--- src/rtl/uart_tx_arbiter_if.sv ---
// rtl/uart_tx_arbiter_if.sv - requester mailbox and uart_tx handshake bundle for uart_tx_arbiter
interface uart_tx_arbiter_if #(
    parameter int N_CH = 4,
    parameter int DW   = 16
);
    logic [N_CH-1:0]    req_valid;
    logic [N_CH*DW-1:0] req_data;
    logic [N_CH-1:0]    req_ready;
    logic [N_CH-1:0]    done;
    logic               err;
    logic [DW-1:0]      tx_data;
    logic               tx_wr_en;
    logic               tx_busy;
    logic [1:0]         grant_id;
    logic               active;

    modport master (
        output req_valid, req_data, tx_busy,
        input  req_ready, done, err, tx_data, tx_wr_en, grant_id, active
    );

    modport slave (
        input  req_valid, req_data, tx_busy,
        output req_ready, done, err, tx_data, tx_wr_en, grant_id, active
    );
endinterface

--- src/rtl/uart_tx_arbiter.sv ---
// rtl/uart_tx_arbiter.sv - round-robin scheduler sharing one uart_tx between four mailboxes
module uart_tx_arbiter #(
    parameter int N_CH         = 4,
    parameter int DW           = 16,
    parameter int BUSY_TIMEOUT = 15
) (
    input  logic              clk,
    input  logic              rst,
    uart_tx_arbiter_if.slave  bus
);
    typedef enum logic [1:0] {IDLE, ISSUE, WAIT_BUSY, WAIT_DONE} state_t;

    localparam logic [3:0] TMO = 4'(BUSY_TIMEOUT);

    state_t          state, state_next;
    logic [N_CH-1:0] full;
    logic [DW-1:0]   mbox [N_CH];
    logic [1:0]      ptr;
    logic [1:0]      grant;
    logic [1:0]      winner;
    logic            any_full;
    logic [3:0]      cnt, cnt_next;
    logic            grant_now, finish_ok, finish_err;
    logic [DW-1:0]   tx_data_r;
    logic            wr_en_r;
    logic [N_CH-1:0] done_r;
    logic            err_r;

    // Scan full[] starting at ptr; the first hit wins.
    always_comb begin
        logic [1:0] idx;
        winner   = '0;
        any_full = 1'b0;
        idx      = '0;
        for (int k = 0; k < N_CH; k++) begin
            idx = ptr + 2'(k);
            if (!any_full && full[idx]) begin
                winner   = idx;
                any_full = 1'b1;
            end
        end
    end

    always_ff @(posedge clk) begin
        if (rst) begin
            state <= IDLE;
        end else begin
            state <= state_next;
        end
    end

    always_comb begin
        state_next = state;
        cnt_next   = cnt;
        grant_now  = 1'b0;
        finish_ok  = 1'b0;
        finish_err = 1'b0;
        case (state)
            IDLE: begin
                if (any_full) begin
                    grant_now  = 1'b1;
                    state_next = ISSUE;
                end
            end
            ISSUE: begin
                cnt_next   = '0;
                state_next = WAIT_BUSY;
            end
            WAIT_BUSY: begin
                if (bus.tx_busy) begin
                    state_next = WAIT_DONE;
                end else if (cnt == TMO) begin
                    finish_err = 1'b1;
                    state_next = IDLE;
                end else begin
                    cnt_next = cnt + 4'd1;
                end
            end
            WAIT_DONE: begin
                if (!bus.tx_busy) begin
                    finish_ok  = 1'b1;
                    state_next = IDLE;
                end
            end
            default: state_next = IDLE;
        endcase
    end

    always_ff @(posedge clk) begin
        if (rst) begin
            full      <= '0;
            ptr       <= '0;
            grant     <= '0;
            tx_data_r <= '0;
            wr_en_r   <= 1'b0;
            done_r    <= '0;
            err_r     <= 1'b0;
            cnt       <= '0;
        end else begin
            cnt     <= cnt_next;
            wr_en_r <= grant_now;
            err_r   <= finish_err;
            done_r  <= finish_ok ? (N_CH'(1) << grant) : '0;
            if (grant_now) begin
                grant     <= winner;
                tx_data_r <= mbox[winner];
                ptr       <= winner + 2'd1;
            end
            // A full mailbox never loads, so set and clear cannot collide.
            for (int i = 0; i < N_CH; i++) begin
                if (bus.req_valid[i] && !full[i]) begin
                    full[i] <= 1'b1;
                end else if ((finish_ok || finish_err) && grant == 2'(i)) begin
                    full[i] <= 1'b0;
                end
            end
        end
    end

    always_ff @(posedge clk) begin
        for (int i = 0; i < N_CH; i++) begin
            if (bus.req_valid[i] && !full[i]) begin
                mbox[i] <= bus.req_data[i*DW +: DW];
            end
        end
    end

    assign bus.req_ready = ~full;
    assign bus.done      = done_r;
    assign bus.err       = err_r;
    assign bus.tx_data   = tx_data_r;
    assign bus.tx_wr_en  = wr_en_r;
    assign bus.grant_id  = grant;
    assign bus.active    = (state != IDLE);
endmodule
--- src/flat_wrapper.sv ---
// flat-port wrapper written by rule: the top's interface ports become plain ports
module uart_tx_arbiter_flat 
#(
    parameter int N_CH         = 4,
    parameter int DW           = 16,
    parameter int BUSY_TIMEOUT = 15
)
  (clk, rst, bus_req_valid, bus_req_data, bus_tx_busy, bus_req_ready, bus_done, bus_err, bus_tx_data, bus_tx_wr_en, bus_grant_id, bus_active);
  uart_tx_arbiter_if #(.N_CH(N_CH), .DW(DW)) bus_i ();
  input  logic clk;
  input  logic rst;
  input wire logic [$bits(bus_i.req_valid)-1:0] bus_req_valid;
  input wire logic [$bits(bus_i.req_data)-1:0] bus_req_data;
  input wire logic [$bits(bus_i.tx_busy)-1:0] bus_tx_busy;
  output wire logic [$bits(bus_i.req_ready)-1:0] bus_req_ready;
  output wire logic [$bits(bus_i.done)-1:0] bus_done;
  output wire logic [$bits(bus_i.err)-1:0] bus_err;
  output wire logic [$bits(bus_i.tx_data)-1:0] bus_tx_data;
  output wire logic [$bits(bus_i.tx_wr_en)-1:0] bus_tx_wr_en;
  output wire logic [$bits(bus_i.grant_id)-1:0] bus_grant_id;
  output wire logic [$bits(bus_i.active)-1:0] bus_active;
  assign bus_i.req_valid = bus_req_valid;
  assign bus_i.req_data = bus_req_data;
  assign bus_i.tx_busy = bus_tx_busy;
  assign bus_req_ready = bus_i.req_ready;
  assign bus_done = bus_i.done;
  assign bus_err = bus_i.err;
  assign bus_tx_data = bus_i.tx_data;
  assign bus_tx_wr_en = bus_i.tx_wr_en;
  assign bus_grant_id = bus_i.grant_id;
  assign bus_active = bus_i.active;
  uart_tx_arbiter #(.N_CH(N_CH), .DW(DW), .BUSY_TIMEOUT(BUSY_TIMEOUT)) u_core (.clk(clk), .rst(rst), .bus(bus_i));
endmodule
--- config.mk ---
export PLATFORM = sky130hd
export DESIGN_NAME = uart_tx_arbiter_flat
export DESIGN_NICKNAME = d
export VERILOG_FILES = /design/src/rtl/uart_tx_arbiter_if.sv /design/src/rtl/uart_tx_arbiter.sv /design/src/flat_wrapper.sv
export SDC_FILE = /design/constraint.sdc
export NUM_CORES = 1
export LEC_CHECK = 0
export BUFFER_PORTS_ARGS = -buffer_cell sky130_fd_sc_hd__buf_2
export CAP_MARGIN = 20
export CELL_PAD_IN_SITES_DETAIL_PLACEMENT = 0
export CELL_PAD_IN_SITES_GLOBAL_PLACEMENT = 1
export CORE_MARGIN = 1.5
export CORE_UTILIZATION = 42
export CTS_CLUSTER_DIAMETER = 80
export DETAILED_ROUTE_END_ITERATION = 8
export PLACE_DENSITY = 0.81
export SYNTH_ARGS = -nofsm -noshare
export SYNTH_HDL_FRONTEND = slang
export SYNTH_SLANG_ARGS = --single-unit
--- constraint.sdc ---
create_clock -name clk -period 1.81 [get_ports clk]
set_input_delay 0.0905 -clock clk [delete_from_list [all_inputs] [get_ports clk]]
set_output_delay 0.0905 -clock clk [all_outputs]
set_load 0.02 [all_outputs]
**Word level (Yosys, flattened, before mapping)**

Memory sizes are Yosys's and may differ from the RTL's. A register that Yosys moved wholly into a read port is not among the register bits.
Index checks and enable logic that the tools add are counted.

- Register bits after elaboration: 20
- Bits in latches: 0
- Bits in writable memories: 64
- Bits in read-only memories: 0
- Output and inout port bits: 29
- Word-level logic and storage cells: 113
- Memories: 1

- Add/sub/neg operators: 5
- $mul: 0
- Divide/modulo/power cells: 0
- $lt $le $gt $ge: 4
- Equal/unequal tests: 12
- Shift operators: 1
- Muxes and demuxes: 47
- Bitwise gates (word level): 2
- Reductions and logical operators: 30

Memory list:

| name | depth | width | rd ports | clocked after memory_dff | write ports | line | source |
|---|---|---|---|---|---|---|---|
| u_core.mbox | 4 | 16 | 1 | 1 | 4 | uart_tx_arbiter.sv:17 | `logic [DW-1:0] mbox [N_CH];` |

Operators by type and width:

| kind | count |
|---|---|
| $mux W1 | 31 |
| $mux W2 | 8 |
| $lt A2 B3 Y1 const B | 4 |
| $reduce_bool A2 Y1 | 6 |
| $logic_and A1 B1 Y1 | 11 |
| $bmux W1 S2 | 4 |
| $eq A2 B2 Y1 const B | 4 |
| $mux W4 | 2 |
| $pmux W2 S4 | 1 |
| $pmux W4 S2 | 1 |
| $logic_not A1 Y1 | 7 |
| $ne A2 B2 Y1 const B | 3 |
| $reduce_and A3 Y1 | 2 |
| $add A2 B1 Y2 const B | 2 |
| $add A2 B2 Y2 const B | 2 |
| $add A4 B1 Y4 const B | 1 |
| $eq A2 B1 Y1 const B | 2 |
| $eq A4 B4 Y1 const B | 1 |
| $logic_not A2 Y1 | 2 |
| $not A4 Y4 | 1 |
| $shl A1 B2 Y4 const A | 1 |
| $ne A3 B2 Y1 const B | 1 |
| $ne A2 B1 Y1 const B | 1 |
| $reduce_or A2 Y1 | 1 |
| other kinds (2) | 2 |

**Longest topological paths before layout**

- Word-level depth: 14
- Gate-level depth with buffers: 7
- Depth with buffers taken out: 6

**Worst setup path before layout**

Ideal clock, no wire load.

- Path kind: register to register
- Start point: register u_core.full[1]
- End point: register u_core.tx_data_r[2], in the netlist u_core.bus.tx_data[2], read port of u_core.mbox
- Data arrival time: 1.535 ns
- Setup slack: 0.142 ns
- Stages on the path, launching flop included: 8
- Buffers on the path: 2
- Path through: dfxtp_1 > inv_2 > a221o_1 > a21oi_4 > nand2b_1 > buf_6 > buf_12 > o221ai_1

- Word-level cells in the longest chain between the ends: 14

RTL lines:

| element | line | source |
|---|---|---|
| start, declared | uart_tx_arbiter.sv:16 | `logic [N_CH-1:0] full;` |
| start signal, assigned | uart_tx_arbiter.sv:91 | `full <= '0;` |
| start signal, assigned by index | uart_tx_arbiter.sv:112 | `full[i] <= 1'b1;` |
| start signal, assigned by index | uart_tx_arbiter.sv:114 | `full[i] <= 1'b0;` |
| $bmux W1 S2 | uart_tx_arbiter.sv:37 | `if (!any_full && full[idx]) begin` |
| $mux W1 (not written as such) | uart_tx_arbiter.sv:37 |  |
| $mux W1 | uart_tx_arbiter.sv:37 |  |
| $logic_not A1 Y1 | uart_tx_arbiter.sv:37 |  |
| $logic_and A1 B1 Y1 | uart_tx_arbiter.sv:37 |  |
| $mux W1 | uart_tx_arbiter.sv:37 |  |
| $logic_not A1 Y1 | uart_tx_arbiter.sv:37 |  |
| $logic_and A1 B1 Y1 | uart_tx_arbiter.sv:37 |  |
| $mux W1 | uart_tx_arbiter.sv:37 |  |
| $logic_not A1 Y1 | uart_tx_arbiter.sv:37 |  |
| $logic_and A1 B1 Y1 | uart_tx_arbiter.sv:37 |  |
| $mux W1 | uart_tx_arbiter.sv:37 |  |
| $mux W1 | uart_tx_arbiter.sv:60 | `if (any_full) begin` |
| $mux W1 | uart_tx_arbiter.sv:58 | `case (state)` |
| end, declared | uart_tx_arbiter.sv:24 | `logic [DW-1:0] tx_data_r;` |

Several ways; a longest one is shown, not always the timed one. The select of a mux whose other input is x is not followed.
A chain may end at the register's enable or synchronous reset.

**Worst setup path after layout**

- Start point: register u_core.full[0]
- End point: register u_core.tx_data_r[6], in the netlist u_core.bus.tx_data[6], read port of u_core.mbox

The elaborated chain is that of the path after synthesis.

==> impl_results.md <==
- Internal: 0.00379 W
- Initial Util: 43.1%
- CTS H-tree depth: 3
- Share of power burned in registers: 52.8%
- Largest net degree at the start of global routing: 35
- Worst Skew: 0.00936 ns
- Most used DFF post-synth: edfxtp_1
- Max incr delay on CP: 0.37 ns
- Worst-Margin Slew: 0.623 ns
- Routed vias: 2721
- Switch share: 27.3%
- Most frequent cell after synthesis: edfxtp_1
- Outcome: finished, final reports clean
- Relative slew slack: 58.4%
- Avg WL per Cell: 17.2 um
- CP delay by family, top: compound AO/OA/AOI/OAI gates
- Row cnt: 34
- Synth area leaders: edfxtp_1 52%, dfxtp_1 19%, mux2i_1 8.6%
- Vias/cell: 4.97
- RSZ-0062 raised after global routing: no
- Crit path arrival time: 1.93 ns
- Area grow syn2layout: 43.7%
- Combinational Power Share: 21.0%
- First-pass GRT wire length: 13600 um
- Max-Cap Viols: 0
- Synth area leader: edfxtp_1
- Total I/O pin count: 100
- Peak VDD IR: 576 uV
- Root buf cell: clkbuf_8
- Seq/Total Area, Yosys: 70.9%
- Distinct cells, synth: 35
- Crit end category: flop
- Core box area: 0.00864 sq mm
- Fin crit period: 1.70 ns
- Hold Crit Class: in2reg
- Worst-case clock buffer depth: 2
- Die height: 97.2 um
- Switching power: 0.00142 W
- Die X: 97.2 um
- Sinks on Clock Net: 100
- Antenna fix cells: 0
- Worst-path cell chain: a21oi_1 > o21ai_1 > a21oi_4 > buf_12 > clkbuf_16 > mux2i_1 > o221ai_1
- Finished Cell Area: 0.00535 sq mm
- CTS tree: yes
- Final Max Tran Viols: 0
- Reg area: 0.00265 sq mm
- Routed Antenna Nets: 0
- IO buf count: 99
- Post-Syn Nets: 325
- Number of synthesized flops with an enable pin: 64
- Fraction of layout cells with a size suffix above 1: 33.0%
- Post-Layout Cell Count: 547
- Clk pwr share: 26.2%
- Area of the multi-input gates: 0.00102 sq mm
- Clock slew at reported path FFs: 0.09 ns
- FILL cells: 676
- Yosys reg bits: 100
- Top cell type's share of synthesized area: 51.6%
- Placed cell area: 0.00437 sq mm
- Fin. Hold Viols: 0
- Grt total ovfl: 0
- WP data required: 2.04 ns
- Num CTS Buffers: 9
- Routability cong.: 0.809
- Worst path bufs/invs: 2
- Placed insts: 460
- DRT iter0 DRCs: 147
- Number of global-route vias before repair: 2637
- GRT Util Overall: 19.2%
- Drt first pass iters: 5
- Critical Path Fanout Max: 8
- Pwr Density: 975 mW/mm^2
- LEAKAGE: 2.14 nW
- Synth Cell Area: 0.00372 sq mm
- Core Util, Final: 62.0%
- Initial antenna violation count: 0
- Max Fclk: 0.589 GHz
- Crit path launch type: flop
- WL final: 9390 um
- Fraction of registers with async set or reset after synthesis: 0%
- DP Wirelength: 5680 um
- Final #Nets: 506
- Clock latency on the worst-skew pair: 0.35 ns
- Hold_ws: 0.0317 ns
- Period Utilization, post-route: 93.8%
- Die area: 0.00944 sq mm
- Synth Area per Inst: 14.7 sq um
- CP max stage cell: dfxtp_2
- Post-synth top cells: 64 x edfxtp_1, 36 x dfxtp_1, 32 x mux2i_1, 25 x nand2_1, 17 x o221ai_1
- CP Class: reg2reg
- Setup TNS: 0 ns
- # DRC: 0
- Ys Warns: 0
- Final Setup Violations: 0
- Post-Syn Instances: 253
## area by class of cell
cell class / instances / share of cell area (%)
Sequential cell: 100 / 49.4
Timing Repair Buffer: 179 / 25.0
Tap cell: 108 / 2.52
Clock inverter: 5 / 0.982
Multi-Input combinational cell: 136 / 19.1
Inverter: 8 / 0.561
Clock buffer: 11 / 2.45
## tightest hold or removal path, stage by stage
cell and delay, ns:
buf_2 0.11, nor2_1 0.09, a311oi_1 0.06
## metal layers
layer,vias up,wire [um],GRT usage [%],share of wire (%)
li1,1314,-,-,-
met1,1317,4010,23.8,43
met2,78,4850,32.5,52
met3,12,416,4.89,4.4
met4,0,116,6.91,1.2
met5,-,0,0,0
## power by group through the flow
stage | sequential [W] | combinational (W) | clock, W
4_1_cts | 0.00275 | 0.000985 | 0.00139
6_report | 0.00276 | 0.00110 | 0.00137
2_1_floorplan | 0.00287 | 0.000461 | 0
3_5_place_dp | 0.00280 | 0.000868 | 0
3_3_place_gp | 0.00279 | 0.000854 | 0
5_1_grt | 0.00278 | 0.00117 | 0.00147
## sequential cells by signal, indices dropped and copies added, names as in the netlist, 2 cells and up
signal	count
u_core.bus.done	4
u_core.bus.grant_id	2
u_core.bus.tx_data	16
u_core.cnt	4
u_core.full	4
u_core.mbox	64
u_core.ptr	2
u_core.state	2
## layout by cell type (no fill, tap or decap), types with 2 or more instances in the layout
cell / instances
buf_2: 99
dlygate4sd3_1: 66
edfxtp_1: 64
dfxtp_1: 34
mux2i_1: 25
nand2_1: 25
o221ai_1: 16
nor2_1: 14
clkbuf_8: 9
nor3_1: 8
buf_4: 8
inv_1: 7
a21oi_1: 7
mux2i_2: 6
nor2b_1: 4
nand2b_1: 4
buf_12: 3
a21oi_4: 2
a311oi_1: 2
a211oi_1: 2
xor2_1: 2
nand4_1: 2
clkinv_2: 2
clkbuf_1: 2
clkbuf_16: 2
dfxtp_2: 2
## stage by stage
step	worst slack, ns	power (W)
after floorplan	0.142	0.00333
after global placement	0.0561	0.00364
after detailed placement	-0.0241	0.00366
after CTS	0.0142	0.00512
after global routing	0.00969	0.00542
final	0.112	0.00522
## logic make-up (layout without fill, tap and decap cells)
family                     Yosys count  in the layout  share of synthesized area (%)
xor gates and xnor gates             3              3                          0.706
AOI/OAI and AO/OA                   37             37                           8.63
adders and majority gates            1              1                          0.336
and+or+nand+nor                     62             62                           7.49
buffers and inverters               17            203                           2.99
DFF                                100            100                           70.9
muxes                               33             33                           8.90
## repair_timing
item                                    4_1_cts  5_1_grt
pin swaps                                     0        1
hold buffers                                 66        0
gates resized for setup                       3       11
gates cloned                                  0        3
endpoints found under the setup margin       16       16
hold endpoints to repair                     66        0
buffers inserted                              0        2
## worst paths after layout
kind	from	end	slack, ns	cells past startpoint
setup / recovery	u_core.full[0]	u_core.bus.tx_data[6]	0.11	7
hold / removal	bus_req_valid[0]	u_core.full[0]	0.03	3
setup reg to reg	u_core.full[0]	u_core.bus.tx_data[6]	0.11	7
hold reg to reg	u_core.bus.tx_data[1]	u_core.bus.tx_data[1]	0.47	2
No activity file was read; power rests on OpenSTA's default activity.
